`config.mk`:
```
export PLATFORM = sky130hd
export DESIGN_NAME = game_sequencer_flat
export DESIGN_NICKNAME = d
export VERILOG_FILES = /design/src/rtl/game_sequencer_pkg.sv /design/src/rtl/game_sequencer_if.sv /design/src/rtl/game_sequencer_draw_watchdog.sv /design/src/rtl/game_sequencer.sv /design/src/flat_wrapper.sv
export SDC_FILE = /design/constraint.sdc
export NUM_CORES = 1
export LEC_CHECK = 0
export CAP_MARGIN = 0
export CORE_ASPECT_RATIO = 0.75
export CORE_UTILIZATION = 53
export CTS_BUF_LIST = sky130_fd_sc_hd__clkbuf_8 sky130_fd_sc_hd__clkbuf_16
export CTS_CLUSTER_DIAMETER = 50
export CTS_CLUSTER_SIZE = 16
export DETAILED_ROUTE_END_ITERATION = 6
export PLACE_DENSITY = 0.83
export SYNTH_ARGS = -nofsm -noshare
export SYNTH_HDL_FRONTEND = slang
export SYNTH_HIERARCHICAL = 1
export SYNTH_SLANG_ARGS = --single-unit
export TNS_END_PERCENT = 50
```
`constraint.sdc`:
```
create_clock -name Clock -period 3.22 [get_ports Clock]
set_input_delay 0.322 -clock Clock [delete_from_list [all_inputs] [get_ports Clock]]
set_output_delay 0.322 -clock Clock [all_outputs]
set_load 0.01 [all_outputs]
```
`src/rtl/game_sequencer_pkg.sv`:
```
// Shared definitions for the race-game sequencer.
//   state_t   : sequencer state encoding
//   STATE_W   : width of the state register
//   winner_w(): index width for a count of items (never below 1 bit)
package game_ctrl_pkg;

  localparam int STATE_W = 4;

  typedef enum logic [STATE_W-1:0] {
    S_RESET      = 4'd0,
    S_START_DRAW = 4'd1,
    S_START_WAIT = 4'd2,
    S_START_REL  = 4'd3,
    S_LAYER      = 4'd4,
    S_CHECK      = 4'd5,
    S_IDLE       = 4'd6,
    S_MOVE       = 4'd7,
    S_WIN_DRAW   = 4'd8,
    S_WIN_WAIT   = 4'd9,
    S_WIN_REL    = 4'd10
  } state_t;

  function automatic int winner_w(input int n);
    return (n > 1) ? $clog2(n) : 1;
  endfunction

endpackage

```
`src/rtl/game_sequencer_if.sv`:
```
// Bus between the sequencer, the position datapath and the draw engines.
//   master : sequencer side (drives strobes, winner, draw_error)
//   slave  : datapath/engine side (drives frame tick, keys, done pulses)
interface game_sequencer_if #(
  parameter int NUM_PLAYERS = 2,
  parameter int NUM_LAYERS  = 3
) ();
  import game_ctrl_pkg::*;

  localparam int WIN_W = winner_w(NUM_PLAYERS);

  logic                   Enable1Frame;
  logic                   start;
  logic [NUM_PLAYERS-1:0] move;
  logic [NUM_PLAYERS-1:0] win;
  logic                   screen_done;
  logic [NUM_LAYERS-1:0]  draw_done;

  logic                   reset_signals;
  logic                   draw_start_screen;
  logic                   draw_win_screen;
  logic [NUM_LAYERS-1:0]  draw_layer;
  logic [NUM_PLAYERS-1:0] move_car;
  logic                   plot;
  logic [WIN_W-1:0]       winner;
  logic                   draw_error;

  modport master (
    input  Enable1Frame, start, move, win, screen_done, draw_done,
    output reset_signals, draw_start_screen, draw_win_screen, draw_layer,
           move_car, plot, winner, draw_error
  );

  modport slave (
    output Enable1Frame, start, move, win, screen_done, draw_done,
    input  reset_signals, draw_start_screen, draw_win_screen, draw_layer,
           move_car, plot, winner, draw_error
  );

endinterface

```
`src/rtl/game_sequencer_draw_watchdog.sv`:
```
// Draw watchdog: counts cycles while en is high, restarts on clr or when
// disabled, and flags timeout on the DONE_TIMEOUT-th cycle of a draw.
//   Clock, Reset : clock, synchronous active-high reset
//   en           : currently in a draw state
//   clr          : draw state or layer index is changing this cycle
//   timeout      : force the current draw to advance
// DONE_TIMEOUT = 0 removes the counter and ties timeout low.
module draw_watchdog #(
  parameter int DONE_TIMEOUT = 65536
) (
  input  logic Clock,
  input  logic Reset,
  input  logic en,
  input  logic clr,
  output logic timeout
);

  generate
    if (DONE_TIMEOUT == 0) begin : g_off
      assign timeout = 1'b0;
    end else begin : g_on
      localparam int CW = (DONE_TIMEOUT > 1) ? $clog2(DONE_TIMEOUT) : 1;
      localparam logic [CW-1:0] LIMIT = CW'(DONE_TIMEOUT - 1);

      logic [CW-1:0] cnt;

      always_ff @(posedge Clock) begin
        if (Reset || clr || !en) cnt <= '0;
        else                     cnt <= cnt + 1'b1;
      end

      // cnt is 0 on the first cycle of a draw, so this fires on cycle DONE_TIMEOUT
      assign timeout = en && (cnt == LIMIT);
    end
  endgenerate

endmodule

```
`src/rtl/game_sequencer.sv`:
```
// Top-level race game sequencer: start screen, per-frame layer redraws,
// frame-gated multi-player moves, winner arbitration and the win screen.
//   Clock, Reset : clock, synchronous active-high reset
//   bus          : game_sequencer_if.master (keys, frame tick, engine
//                  handshakes in; strobes, winner, draw_error out)
module game_sequencer
  import game_ctrl_pkg::*;
#(
  parameter int NUM_PLAYERS     = 2,
  parameter int NUM_LAYERS      = 3,
  parameter int FRAMES_PER_MOVE = 1,
  parameter int DONE_TIMEOUT    = 65536
) (
  input  logic              Clock,
  input  logic              Reset,
  game_sequencer_if.master  bus
);

  localparam int WIN_W = winner_w(NUM_PLAYERS);
  localparam int IDX_W = winner_w(NUM_LAYERS);
  localparam int FRM_W = winner_w(FRAMES_PER_MOVE);
  localparam logic [IDX_W-1:0] LAST_IDX = IDX_W'(NUM_LAYERS - 1);
  localparam logic [FRM_W-1:0] FRM_MAX  = FRM_W'(FRAMES_PER_MOVE - 1);

  state_t                 state, state_nxt;
  logic [IDX_W-1:0]       idx, idx_nxt;
  logic [FRM_W-1:0]       frm_cnt, frm_nxt;
  logic [WIN_W-1:0]       winner_q, win_lo;
  logic [NUM_PLAYERS-1:0] move_q;
  logic                   err_q;
  logic                   in_draw, done_now, adv, wd_clr, wd_timeout;

  assign in_draw = (state == S_START_DRAW) || (state == S_LAYER) || (state == S_WIN_DRAW);

  // Only the engine currently requested can finish the draw
  always_comb begin
    done_now = 1'b0;
    case (state)
      S_START_DRAW, S_WIN_DRAW: done_now = bus.screen_done;
      S_LAYER:                  done_now = bus.draw_done[idx];
      default:                  done_now = 1'b0;
    endcase
  end

  // A watchdog expiry advances the draw exactly like a done pulse
  assign adv    = done_now || wd_timeout;
  assign wd_clr = (state_nxt != state) || (idx_nxt != idx);

  draw_watchdog #(.DONE_TIMEOUT(DONE_TIMEOUT)) u_wd (
    .Clock   (Clock),
    .Reset   (Reset),
    .en      (in_draw),
    .clr     (wd_clr),
    .timeout (wd_timeout)
  );

  // Lowest-index finisher wins ties
  always_comb begin
    win_lo = '0;
    for (int i = NUM_PLAYERS - 1; i >= 0; i--)
      if (bus.win[i]) win_lo = WIN_W'(i);
  end

  always_comb begin
    state_nxt = state;
    idx_nxt   = idx;
    frm_nxt   = frm_cnt;
    case (state)
      S_RESET:      state_nxt = S_START_DRAW;
      S_START_DRAW: if (adv) state_nxt = S_START_WAIT;
      S_START_WAIT: if (bus.start) state_nxt = S_START_REL;
      S_START_REL:  if (!bus.start) begin
                      state_nxt = S_LAYER;
                      idx_nxt   = '0;
                    end
      S_LAYER:      if (adv) begin
                      if (idx == LAST_IDX) begin
                        idx_nxt   = '0;
                        state_nxt = S_CHECK;
                      end else begin
                        idx_nxt = idx + 1'b1;
                      end
                    end
      S_CHECK:      if (|bus.win) begin
                      state_nxt = S_WIN_DRAW;
                    end else begin
                      state_nxt = S_IDLE;
                      frm_nxt   = '0;
                    end
      S_IDLE:       if (bus.Enable1Frame) begin
                      if ((frm_cnt == FRM_MAX) && |bus.move) state_nxt = S_MOVE;
                      if (frm_cnt != FRM_MAX) frm_nxt = frm_cnt + 1'b1;
                    end
      S_MOVE:       state_nxt = S_LAYER;
      S_WIN_DRAW:   if (adv) state_nxt = S_WIN_WAIT;
      S_WIN_WAIT:   if (bus.start) state_nxt = S_WIN_REL;
      S_WIN_REL:    if (!bus.start) state_nxt = S_RESET;
      default:      state_nxt = S_RESET;
    endcase
  end

  always_ff @(posedge Clock) begin
    if (Reset) begin
      state    <= S_RESET;
      idx      <= '0;
      frm_cnt  <= '0;
      winner_q <= '0;
      err_q    <= 1'b0;
      move_q   <= '0;
    end else begin
      state   <= state_nxt;
      idx     <= idx_nxt;
      frm_cnt <= frm_nxt;
      if ((state == S_CHECK) && |bus.win) winner_q <= win_lo;
      else if (state_nxt == S_RESET)      winner_q <= '0;
      if (wd_timeout && !done_now) err_q <= 1'b1;
      // Freeze the request so move_car is stable for its single cycle
      if ((state == S_IDLE) && (state_nxt == S_MOVE)) move_q <= bus.move;
    end
  end

  always_comb begin
    bus.reset_signals     = 1'b0;
    bus.draw_start_screen = 1'b0;
    bus.draw_win_screen   = 1'b0;
    bus.draw_layer        = '0;
    bus.move_car          = '0;
    bus.plot              = 1'b0;
    case (state)
      S_RESET:      bus.reset_signals = 1'b1;
      S_START_DRAW: begin
                      bus.draw_start_screen = 1'b1;
                      bus.plot              = ~bus.screen_done;
                    end
      S_LAYER:      begin
                      bus.draw_layer = NUM_LAYERS'(1) << idx;
                      bus.plot       = ~bus.draw_done[idx];
                    end
      S_MOVE:       bus.move_car = move_q;
      S_WIN_DRAW:   begin
                      bus.draw_win_screen = 1'b1;
                      bus.plot            = ~bus.screen_done;
                    end
      default:      ;
    endcase
  end

  assign bus.winner     = winner_q;
  assign bus.draw_error = err_q;

endmodule

```
`src/flat_wrapper.sv`:
```
// flat-port wrapper written by rule: the top's interface ports become plain ports
module game_sequencer_flat import game_ctrl_pkg::*;
#(
  parameter int NUM_PLAYERS     = 2,
  parameter int NUM_LAYERS      = 3,
  parameter int FRAMES_PER_MOVE = 1,
  parameter int DONE_TIMEOUT    = 65536
)
  (Clock, Reset, bus_Enable1Frame, bus_start, bus_move, bus_win, bus_screen_done, bus_draw_done, bus_reset_signals, bus_draw_start_screen, bus_draw_win_screen, bus_draw_layer, bus_move_car, bus_plot, bus_winner, bus_draw_error);
  game_sequencer_if #(.NUM_PLAYERS(NUM_PLAYERS), .NUM_LAYERS(NUM_LAYERS)) bus_i ();
  input  logic Clock;
  input  logic Reset;
  input wire logic [$bits(bus_i.Enable1Frame)-1:0] bus_Enable1Frame;
  input wire logic [$bits(bus_i.start)-1:0] bus_start;
  input wire logic [$bits(bus_i.move)-1:0] bus_move;
  input wire logic [$bits(bus_i.win)-1:0] bus_win;
  input wire logic [$bits(bus_i.screen_done)-1:0] bus_screen_done;
  input wire logic [$bits(bus_i.draw_done)-1:0] bus_draw_done;
  output wire logic [$bits(bus_i.reset_signals)-1:0] bus_reset_signals;
  output wire logic [$bits(bus_i.draw_start_screen)-1:0] bus_draw_start_screen;
  output wire logic [$bits(bus_i.draw_win_screen)-1:0] bus_draw_win_screen;
  output wire logic [$bits(bus_i.draw_layer)-1:0] bus_draw_layer;
  output wire logic [$bits(bus_i.move_car)-1:0] bus_move_car;
  output wire logic [$bits(bus_i.plot)-1:0] bus_plot;
  output wire logic [$bits(bus_i.winner)-1:0] bus_winner;
  output wire logic [$bits(bus_i.draw_error)-1:0] bus_draw_error;
  assign bus_i.Enable1Frame = bus_Enable1Frame;
  assign bus_i.start = bus_start;
  assign bus_i.move = bus_move;
  assign bus_i.win = bus_win;
  assign bus_i.screen_done = bus_screen_done;
  assign bus_i.draw_done = bus_draw_done;
  assign bus_reset_signals = bus_i.reset_signals;
  assign bus_draw_start_screen = bus_i.draw_start_screen;
  assign bus_draw_win_screen = bus_i.draw_win_screen;
  assign bus_draw_layer = bus_i.draw_layer;
  assign bus_move_car = bus_i.move_car;
  assign bus_plot = bus_i.plot;
  assign bus_winner = bus_i.winner;
  assign bus_draw_error = bus_i.draw_error;
  game_sequencer #(.NUM_PLAYERS(NUM_PLAYERS), .NUM_LAYERS(NUM_LAYERS), .FRAMES_PER_MOVE(FRAMES_PER_MOVE), .DONE_TIMEOUT(DONE_TIMEOUT)) u_core (.Clock(Clock), .Reset(Reset), .bus(bus_i));
endmodule
```
==> results.cfg, run 1 <==
[sta]
clock_skew_ns = 0.0101
setup_violations = 0
slew_headroom_pct = 57.7
timing.final.max_slew_violations = 0
finalWorstPathRequiredPeriod_ns = 2.68
final_worst_setup_slack_ns = 0.539
achievable-frequency_ghz = 0.373
timing.final.hold_violations = 0
timing_worst_slew_pin_value_ns = 0.634
setup_total_negative_slack_ns = 0
rsz0062_at_grt = no
final_min_period_over_clock_period_pct = 83.3

[worst_hold_path]
worst_hold_path.endpoint = u_core/bus.draw_error
hold-path-cell-count = 2
min_path_type = flip-flop to flip-flop
holdCritStartpoint = u_core/bus.draw_error

[routing]
met2_wirelength_mm = 1.57
vias_per_cell = 5.87
highest-signal-layer = met3
met3_wl_post_dr_um = 267
drtIter0Drc = 134
vias = 1508
finalWirelength_mm = 3.51
wl_per_cell_um = 13.6
drt_first_pass_iters = 4
antenna_violating_nets_post_route = 0
drcViolationCount = 0
drt-met1-wl_mm = 1.67

[die]
row_count = 16
io_pins = 23
core_area_um2 = 2700
initial_core_util_pct = 57.9
fp.dieW_um = 64.8
design.die.area_um2 = 3180
fp.dieH_um = 49.1

[synth]
sequential_element_share_of_the_synthesized_area_pct = 33.3
largest_area_contributor_in_the_netlist = sky130_fd_sc_hd__dfxtp_1
yosys_synthesis_warning_count = 6
netlist_area_pre_place_um2 = 1570
ys_async_sr_fraction_pct = 0
yosys_most_used_dff = sky130_fd_sc_hd__dfxtp_1
yosysMostFrequentCell = sky130_fd_sc_hd__nor2_1
synth-edff-count = 0
syn_area_per_cell_um2 = 7.75
postSynthRegisterBits = 26
synth.distinct_cells = 47
synth_top_cells_by_count = sky130_fd_sc_hd__nor2_1 (32), sky130_fd_sc_hd__dfxtp_1 (26), sky130_fd_sc_hd__nand2_1 (16), sky130_fd_sc_hd__inv_1 (11)
netlist_instances = 202
synth.top_cells.by_area = sky130_fd_sc_hd__dfxtp_1 (33%), sky130_fd_sc_hd__nor2_1 (7.7%), sky130_fd_sc_hd__xnor2_1 (5.6%)
mappedNetlistNets = 215
post-synth-top-area-fraction_pct = 33.3

[clock_tree]
cts_max_path_buffers = 2
worstSkewPairLatency_ns = 0.27
numClockSinks = 26
cts_tree = built
post_cts_resized = 0
cts_hold_buf = 0
ctsRootBufferMaster = sky130_fd_sc_hd__clkbuf_8
postCtsSetupBuffers = 0
cts-buffers-inserted = 3
h-tree-depth = 1
clk_pin_slew_worst_paths_ns = 0.09

[critical_path]
critical_path_arrival_ns = 2.36
critical_path_required_ns = 2.90
cp_slowest_stage_delay_ns = 0.60
path_cells = nor2b_1 -> buf_4 -> a21boi_0 -> o21bai_1 -> a21oi_1 -> clkdlybuf4s50_1
rr_endpoint = u_core/u_wd/g_on.cnt[15]
critical_path.slowest_cell = sky130_fd_sc_hd__dfxtp_1
timing.reg2reg.setup_slack_ns = 0.67
crit_type = flip-flop to output pin
cp-end-kind = output pin
worst-path-max-fanout = 14
ff2ff_path_depth = 12
worstReg2RegStart = u_core/state[2]
timing.critical_path.from_type = flip-flop

[final_layout]
final-seq-area_um2 = 520
flow.area_growth_from_synthesis_pct = 18.5
fraction_of_layout_instances_using_a_drive_strength_above_1_pct = 7.24
postLayoutCellArea_um2 = 1860
filler_cell_count = 228
n_antenna_cell = 0
finish.cell_count_without_fillers = 257
fin_nets = 235
multi_input_comb_area_um2 = 951

[grt]
grt_util_all_layers_pct = 25.0
grt_first_pass_wirelength_mm = 6.17
grt_overflow = 0
grt_start_max_net_pins = 22
antenna_found_initial = 0
first_global_vias = 1377

[place]
placement_cell_area_um2 = 1800
pre_cts_ws_ns = 0.747
placement.io_buffers = 22
hpwlAfterDp_mm = 2.73
globalplace.congestion = 0.932
dp_cells = 253

[flow_run]
timing.max_cap.violations = 0

[power]
vdd_drop_max_v = 0.000329
fin_total_pwr_mw = 0.642
power.static_leakage_nw = 0.613
p_per_area_nw_per_um2 = 346

[status]
status = completed
==> worst max-delay path: cells and delay by family, from the launching register on <==
family / cells / cell delay [ns]
AO/OA/AOI/OAI: 3 / 0.50
AND/OR/NAND/NOR: 1 / 0.25
flip-flops: 1 / 0.60
buffers and inverters: 2 / 0.75
==> flip-flops by register name, indices dropped and copies added, names as in the netlist <==
register               cells
u_core/bus.draw_error      1
u_core/bus.winner          1
u_core/idx                 2
u_core/move_q              2
u_core/state               4
u_core/u_wd/g_on.cnt      16
==> cell families after synthesis <==
logic type | share of synthesized area (%)
compound gates | 18.0
flops | 33.3
xor+xnor | 7.27
buf+inv | 5.99
fa+ha+maj | 1.44
mux | 2.56
simple gates | 31.5
==> stage by stage <==
step | utilization, % | hold WS (ns)
final | 68.7 | 0.494
after global routing | 68.7 | 0.542
after global placement | 66.6 | 0.465
after detailed placement | 66.6 | 0.482
after CTS | 68.7 | 0.502
after floorplan | - | 0.433
==> layout make-up <==
class                   count  share of cell area [%]
well taps                  36                    2.43
repair buffers             25                    13.1
multi-input cells         155                    51.2
clock buffers               4                    2.97
inverters                  11                    2.23
flip-flops and latches     26                    28.1
==> layout by cell type, fill, tap and decap left out, types with 4 or more instances in the layout <==
master / count
sky130_fd_sc_hd__nor3_1: 10
sky130_fd_sc_hd__dfxtp_1: 26
sky130_fd_sc_hd__mux2i_1: 4
sky130_fd_sc_hd__nand2b_1: 4
sky130_fd_sc_hd__a21oi_1: 10
sky130_fd_sc_hd__a31oi_1: 4
sky130_fd_sc_hd__nor2_1: 32
sky130_fd_sc_hd__xnor2_1: 10
sky130_fd_sc_hd__a211oi_1: 4
sky130_fd_sc_hd__nor2b_1: 5
sky130_fd_sc_hd__clkbuf_8: 4
sky130_fd_sc_hd__nand2_1: 16
sky130_fd_sc_hd__inv_1: 11
sky130_fd_sc_hd__clkdlybuf4s50_1: 22
sky130_fd_sc_hd__nand3_1: 8
sky130_fd_sc_hd__o21ai_0: 9
==> layer usage <==
layer	up-vias	global-route usage (%)
li1	755	-
met1	699	34.6
met2	54	39.6
met3	0	6.07
met4	0	4.81
met5	-	0
==> how the worst max path moves through the flow <==
stage	cells past startpoint	start	slack, ns	endpoint
floorplan	13	u_core/state[0]	0.87	u_core/u_wd/g_on.cnt[15]
global placement	12	u_core/state[2]	0.76	u_core/u_wd/g_on.cnt[15]
detailed placement	11	u_core/state[2]	0.75	u_core/u_wd/g_on.cnt[15]
CTS	5	u_core/state[2]	0.58	bus_draw_layer[0]
global route	5	u_core/state[2]	0.43	bus_draw_layer[0]
finish	6	u_core/state[2]	0.54	bus_plot
==> where the power goes <==
part | switching, mW | total, mW | internal (mW)
clock | 0.0958 | 0.205 | 0.109
combinational | 0.0481 | 0.0974 | 0.0493
sequential | 0.0148 | 0.340 | 0.325
No activity file was read; power rests on OpenSTA's default activity.
==> run 2, diff against run 1 <==
--- a/config.mk
+++ b/config.mk
@@ -7,12 +7,12 @@
 export LEC_CHECK = 0
 export CAP_MARGIN = 0
 export CORE_ASPECT_RATIO = 0.75
-export CORE_UTILIZATION = 53
+export CORE_UTILIZATION = 48
 export CTS_BUF_LIST = sky130_fd_sc_hd__clkbuf_8 sky130_fd_sc_hd__clkbuf_16
 export CTS_CLUSTER_DIAMETER = 50
 export CTS_CLUSTER_SIZE = 16
 export DETAILED_ROUTE_END_ITERATION = 6
-export PLACE_DENSITY = 0.83
+export PLACE_DENSITY = 0.8
 export SYNTH_ARGS = -nofsm -noshare
 export SYNTH_HDL_FRONTEND = slang
 export SYNTH_HIERARCHICAL = 1
==> constraint.sdc (replaced) <==
create_clock -name Clock -period 2.3 [get_ports Clock]
set_input_delay 0.23 -clock Clock [delete_from_list [all_inputs] [get_ports Clock]]
set_output_delay 0.23 -clock Clock [all_outputs]
set_load 0.01 [all_outputs]
==> run 2 against run 1 <==
  * Non-clock buffer count grew 16
  * Global-route usage shrank 1.5 points
  * Critical path depth shrank 1
  * Die area grew 10%
  * Total power grew 57%
  * Worst hold slack lost 0.0024 ns
  * Sequential share of layout area shrank 2.3 points
  * Worst setup slack lost 0.43 ns
  * Largest power group unchanged
  * Final cell count grew 7.0%
==> results.cfg, run 2 (same netlist as run 1, synthesis figures left out) <==
[grt]
antenna_found_initial = 0
grt_first_pass_wirelength_mm = 6.24
grt_util_all_layers_pct = 23.5
grt_overflow = 0
first_global_vias = 1383
grt_start_max_net_pins = 20

[die]
io_pins = 23
initial_core_util_pct = 51.8
row_count = 17
design.die.area_um2 = 3500
fp.dieH_um = 51.5
fp.dieW_um = 67.9
core_area_um2 = 3020

[final_layout]
mostFrequentLayoutCell = sky130_fd_sc_hd__nor2_1
flow.area_growth_from_synthesis_pct = 29.4
regMostFlops = u_core/u_wd/g_on.cnt
commonest_cells_after_routing_fill_and_taps_aside = sky130_fd_sc_hd__nor2_1 (30), sky130_fd_sc_hd__dfxtp_1 (25), sky130_fd_sc_hd__clkdlybuf4s50_1 (21)
fraction_of_layout_instances_using_a_drive_strength_above_1_pct = 17.3
largest_register_ff_count = 16
fin_nets = 251
reg_top3 = u_core/u_wd/g_on.cnt: 16 flops, u_core/state: 4 flops
fin_util_pct = 67.1
n_antenna_cell = 0

[critical_path]
critical_path_arrival_ns = 1.96
timing.critical_path.from_type = flip-flop
cp-end-kind = output pin
crit_type = flip-flop to output pin
critical_path.n_buffers_inverters = 2
largest_delay_contributor_family_on_the_critical_path = buffers and inverters
critical_path.slowest_cell = sky130_fd_sc_hd__clkdlybuf4s50_1
critical_path_required_ns = 2.07
cp_slowest_stage_delay_ns = 0.54
path_cells = nor2b_1 -> buf_4 -> and2_1 -> and3_2 -> clkdlybuf4s50_1
worst-path-max-fanout = 11

[sta]
finalWorstPathRequiredPeriod_ns = 2.19
final_worst_setup_slack_ns = 0.107
setup_violations = 0
timing.final.hold_violations = 0
final_min_period_over_clock_period_pct = 95.3
timing_worst_slew_pin_value_ns = 0.380
slew_headroom_pct = 74.7
clock_skew_ns = 0.00357
hold-worst-slack_ns = 0.492
rsz0062_at_grt = yes
achievable-frequency_ghz = 0.456
timing.final.max_slew_violations = 0

[routing]
highest-signal-layer = met4
drt_first_pass_iters = 4
met3_wl_post_dr_um = 341
vias = 1557
drcViolationCount = 0
vias_per_cell = 5.66
finalWirelength_mm = 3.75
antenna_violating_nets_post_route = 0
wl_per_cell_um = 13.6
drt-met1-wl_mm = 1.79
drtIter0Drc = 156
met2_wirelength_mm = 1.60

[clock_tree]
worstSkewPairLatency_ns = 0.27
h-tree-depth = 1
cts_hold_buf = 0
cts-buffers-inserted = 3
clk_pin_slew_worst_paths_ns = 0.09
numClockSinks = 26
cts_tree = built
cts_max_path_buffers = 2
ctsRootBufferMaster = sky130_fd_sc_hd__clkbuf_8

[place]
hpwlAfterDp_mm = 2.79
globalplace.congestion = 0.896
placement.io_buffers = 22
pre_cts_ws_ns = 0.135

[power]
vdd_drop_max_v = 0.000266
power.static_leakage_nw = 0.723
p_per_area_nw_per_um2 = 497

[flow_run]
timing.max_cap.violations = 0

[status]
status = completed

[worst_hold_path]
min_path_type = flip-flop to flip-flop
==> run 2: metal layers <==
metal / track usage (%) / vias up
met3: 4.91 / 2
met1: 34.8 / 711
met2: 34.3 / 60
li1: - / 784
met4: 4.86 / 0
met5: 0 / -
==> run 2: final timing paths <==
path	slack, ns	from	depth (start not counted)	end
max	0.11	u_core/state[2]	5	bus_draw_layer[1]
min	0.49	u_core/bus.draw_error	2	u_core/bus.draw_error
max reg2reg	0.19	u_core/state[3]	12	u_core/u_wd/g_on.cnt[8]
min reg2reg	0.49	u_core/bus.draw_error	2	u_core/bus.draw_error
==> run 2: worst register-to-register path, cell delays in order (launching register included) <==
cell and delay [ns]:
sky130_fd_sc_hd__dfxtp_1 0.34, sky130_fd_sc_hd__nor2b_1 0.15, sky130_fd_sc_hd__o31ai_1 0.22, sky130_fd_sc_hd__nor2_1 0.11, sky130_fd_sc_hd__and4_4 0.21, sky130_fd_sc_hd__a31oi_1 0.13, sky130_fd_sc_hd__a21oi_1 0.06, sky130_fd_sc_hd__a211oi_2 0.19
sky130_fd_sc_hd__nand4_1 0.12, sky130_fd_sc_hd__nor2_1 0.12, sky130_fd_sc_hd__nand2_2 0.10, sky130_fd_sc_hd__buf_4 0.19, sky130_fd_sc_hd__nor2_1 0.12
==> run 2: area by class of cell <==
type / count / area [um2]
fill: 252 / 995
multi-input combinational: 155 / 978
sequential: 26 / 522
timing repair buffer: 41 / 365
tap: 38 / 47.5
clock buffer: 3 / 41.3
inverter: 11 / 41.3
clock inverter: 1 / 30.0
==> run 2: metrics by stage <==
step	instances	power, mW	TNS, ns	area [um2]
finish	275	1.01	0	2030
floorplan	202	0.568	0	1570
global placement	271	0.635	0	1920
global route	275	1.05	-0.0198	2030
CTS	275	1.01	0	1990
detailed placement	271	0.636	0	1920
==> run 2: power by group <==
group | total, mW | internal, mW | leakage [nW] | switching, mW
Clock | 0.373 | 0.233 | 0.0357 | 0.141
Sequential | 0.462 | 0.455 | 0.210 | 0.00663
Combinational | 0.172 | 0.0844 | 0.477 | 0.0876
==> run 2: timing repair <==
item | 4_1_cts | 5_1_grt
gates resized for setup | 0 | 12
setup buffers | 0 | 0
hold endpoints to repair | 0 | 0
setup endpoints to repair | 0 | 21
==> run 3, diff against run 2 <==
--- a/config.mk
+++ b/config.mk
@@ -5,14 +5,16 @@
 export SDC_FILE = /design/constraint.sdc
 export NUM_CORES = 1
 export LEC_CHECK = 0
+export ABC_AREA = 1
 export CAP_MARGIN = 0
 export CORE_ASPECT_RATIO = 0.75
-export CORE_UTILIZATION = 48
+export CORE_UTILIZATION = 49
 export CTS_BUF_LIST = sky130_fd_sc_hd__clkbuf_8 sky130_fd_sc_hd__clkbuf_16
-export CTS_CLUSTER_DIAMETER = 50
+export CTS_CLUSTER_DIAMETER = 200
 export CTS_CLUSTER_SIZE = 16
 export DETAILED_ROUTE_END_ITERATION = 6
-export PLACE_DENSITY = 0.8
+export HOLD_SLACK_MARGIN = 0.03
+export PLACE_DENSITY = 0.81
 export SYNTH_ARGS = -nofsm -noshare
 export SYNTH_HDL_FRONTEND = slang
 export SYNTH_HIERARCHICAL = 1
==> run 3 against run 2 <==
  * The flow now finishes with violations (negative setup slack)
  * Clock skew is 0.0022 ns higher
  * Non-clock buffer count is 16 higher
  * Sequential power is 2% higher
  * Clock power hardly changed
  * Maximum frequency is 7.2% lower
  * Worst hold slack worse by 0.037 ns
  * Final cell count is 30% higher
  * Flip-flop and latch count stayed put
  * Via count is 21% higher
  * Critical endpoint is now u_core/u_wd/g_on.cnt[3]
  * Largest power group unchanged
  * Highest routed layer unchanged
==> results.cfg, run 3 <==
[status]
status = finished, violations left
violations = negative setup slack

[grt]
grt_overflow = 0
grt_start_max_net_pins = 16
first_global_vias = 1630
grt_first_pass_wirelength_mm = 7.38
antenna_found_initial = 0
grt_util_all_layers_pct = 28.2

[die]
core_area_um2 = 3040
fp.dieH_um = 51.9
design.die.area_um2 = 3560
io_pins = 23
fp.dieW_um = 68.6
row_count = 17
initial_core_util_pct = 53.5

[synth]
largest_area_contributor_in_the_netlist = sky130_fd_sc_hd__dfxtp_1
netlist_instances = 260
post-synth-top-area-fraction_pct = 32.0
postSynthRegisterBits = 26
sequential_element_share_of_the_synthesized_area_pct = 32.0
mappedNetlistNets = 273
yosys_synthesis_warning_count = 6
syn_area_per_cell_um2 = 6.26
yosys_most_used_dff = sky130_fd_sc_hd__dfxtp_1
synth.distinct_cells = 27
synth.top_cells.by_area = sky130_fd_sc_hd__dfxtp_1 (32%), sky130_fd_sc_hd__nand2_1 (14%), sky130_fd_sc_hd__nor2_1 (9.9%)
ys_async_sr_fraction_pct = 0
synth-edff-count = 0
synth_top_cells_by_count = sky130_fd_sc_hd__nand2_1 (61), sky130_fd_sc_hd__nor2_1 (43), sky130_fd_sc_hd__inv_1 (36), sky130_fd_sc_hd__dfxtp_1 (26), sky130_fd_sc_hd__nand3_1 (19)
netlist_area_pre_place_um2 = 1630
yosysMostFrequentCell = sky130_fd_sc_hd__nand2_1

[sta]
timing.final.hold_violations = 0
final_worst_setup_slack_ns = -0.0631
timing.final.max_slew_violations = 0
clock_skew_ns = 0.00573
timing_worst_slew_pin_value_ns = 0.412
final_min_period_over_clock_period_pct = 103
setup_total_negative_slack_ns = -0.536
finalWorstPathRequiredPeriod_ns = 2.36
achievable-frequency_ghz = 0.423
setup_violations = 14
hold-worst-slack_ns = 0.455
rsz0062_at_grt = yes
slew_headroom_pct = 72.5

[place]
dp_cells = 343
placement.io_buffers = 22
globalplace.congestion = 0.951
hpwlAfterDp_mm = 3.14

[final_layout]
fin_nets = 334
reg_top3 = u_core/u_wd/g_on.cnt: 16 flops, u_core/state: 4 flops
commonest_cells_after_routing_fill_and_taps_aside = sky130_fd_sc_hd__nand2_1 (57), sky130_fd_sc_hd__nor2_1 (42), sky130_fd_sc_hd__buf_4 (35)
finish.cell_count_without_fillers = 358
largest_register_ff_count = 16
mostFrequentLayoutCell = sky130_fd_sc_hd__nand2_1
fraction_of_layout_instances_using_a_drive_strength_above_1_pct = 29.7
regMostFlops = u_core/u_wd/g_on.cnt
n_antenna_cell = 0
fin_util_pct = 76.2
flow.area_growth_from_synthesis_pct = 42.4
filler_cell_count = 226

[clock_tree]
ctsRootBufferMaster = sky130_fd_sc_hd__clkbuf_8
numClockSinks = 26
clk_pin_slew_worst_paths_ns = 0.09
cts-buffers-inserted = 3
cts_tree = built
worstSkewPairLatency_ns = 0.27
cts_max_path_buffers = 2
h-tree-depth = 1

[critical_path]
worst-path-max-fanout = 6
timing.critical_path.from_type = flip-flop
crit_type = flip-flop to flip-flop
critical_path_arrival_ns = 2.57
cp-end-kind = flip-flop
critical_path_required_ns = 2.51

[worst_hold_path]
min_path_type = flip-flop to flip-flop

[power]
power.static_leakage_nw = 1.03
vdd_drop_max_v = 0.000399
p_per_area_nw_per_um2 = 488

[routing]
drtIter0Drc = 171
drt_first_pass_iters = 5
finalWirelength_mm = 4.59
wl_per_cell_um = 12.8
vias_per_cell = 5.25
antenna_violating_nets_post_route = 0
vias = 1878
drcViolationCount = 0

[flow_run]
timing.max_cap.violations = 0
## run 3: area by class of cell
| type | count | area [um2] | area share (%) |
|---|---|---|---|
| sequential | 26 | 533 | 23.0 |
| clock inverter | 1 | 30.0 | 1.30 |
| tap | 38 | 47.5 | 2.05 |
| timing repair buffer | 57 | 483 | 20.8 |
| clock buffer | 3 | 41.3 | 1.78 |
| timing repair inverter | 1 | 7.51 | 0.324 |
| inverter | 42 | 160 | 6.91 |
| multi-input combinational | 190 | 1010 | 43.8 |
## run 3: cells by family after synthesis
logic type / share of synthesized area [%]
AND/OR/NAND/NOR: 46.3
adder cells (fa/ha/maj): 0.769
buffers and inverters: 10.4
XOR/XNOR: 1.08
AO/OA/AOI/OAI: 9.53
flip-flops: 32.0
## run 3: path summary, 6_finish.rpt
path                          from                      end  slack [ns]  cells after the start
setup / recovery   u_core/state[0]  u_core/u_wd/g_on.cnt[3]       -0.06                     20
hold / removal    u_core/move_q[1]         u_core/move_q[1]        0.45                      2
setup reg to reg   u_core/state[0]  u_core/u_wd/g_on.cnt[3]       -0.06                     20
hold reg to reg   u_core/move_q[1]         u_core/move_q[1]        0.45                      2
## run 3: what timing repair did
item	in CTS	in global routing
gates cloned	1	0
pin swaps	10	11
setup endpoints to repair	16	17
buffers inserted	9	1
endpoints found under the hold margin	0	0
hold buffers	0	0
gates resized for setup	11	18
## run 3: power by group
part | internal (mW) | switching (mW)
combinational | 0.140 | 0.148
clock | 0.233 | 0.141
sequential | 0.458 | 0.0113
total | 0.831 | 0.300
## run 3: stage by stage
step           instance area [um2]  power [mW]  setup slack [ns]
2_1_floorplan                 1640       0.606           0.00189
3_3_place_gp                  2080       0.723            -0.122
3_5_place_dp                  2080       0.727            -0.189
4_1_cts                       2250        1.12           0.00576
5_1_grt                       2320        1.18            -0.271
6_report                      2320        1.13           -0.0631
## run 3: worst max-delay path, cell delays in order, from the launching register on
cell                      delay [ns]
sky130_fd_sc_hd__dfxtp_4        0.38
sky130_fd_sc_hd__inv_2          0.05
sky130_fd_sc_hd__nor2_4         0.09
sky130_fd_sc_hd__nand2_2        0.08
sky130_fd_sc_hd__nand2_2        0.09
sky130_fd_sc_hd__inv_2          0.04
sky130_fd_sc_hd__nand2_2        0.08
sky130_fd_sc_hd__nand3_2        0.10
sky130_fd_sc_hd__nor3_4         0.22
sky130_fd_sc_hd__inv_2          0.09
sky130_fd_sc_hd__nand3_4        0.11
sky130_fd_sc_hd__nand2_2        0.06
sky130_fd_sc_hd__nand3_1        0.07
sky130_fd_sc_hd__nand2_1        0.05
sky130_fd_sc_hd__nor2_1         0.10
sky130_fd_sc_hd__nand3_1        0.07
sky130_fd_sc_hd__nor2_1         0.13
sky130_fd_sc_hd__nand2_2        0.16
sky130_fd_sc_hd__inv_4          0.13
sky130_fd_sc_hd__o21ai_2        0.06
sky130_fd_sc_hd__a21oi_1        0.12
## run 3: layer usage
metal	track usage, %	share of wire (%)	vias up
met4	7.99	2.3	0
met2	40.7	41	114
met3	5.70	9.7	14
li1	-	-	928
met5	0	0	-
met1	41.5	47	822
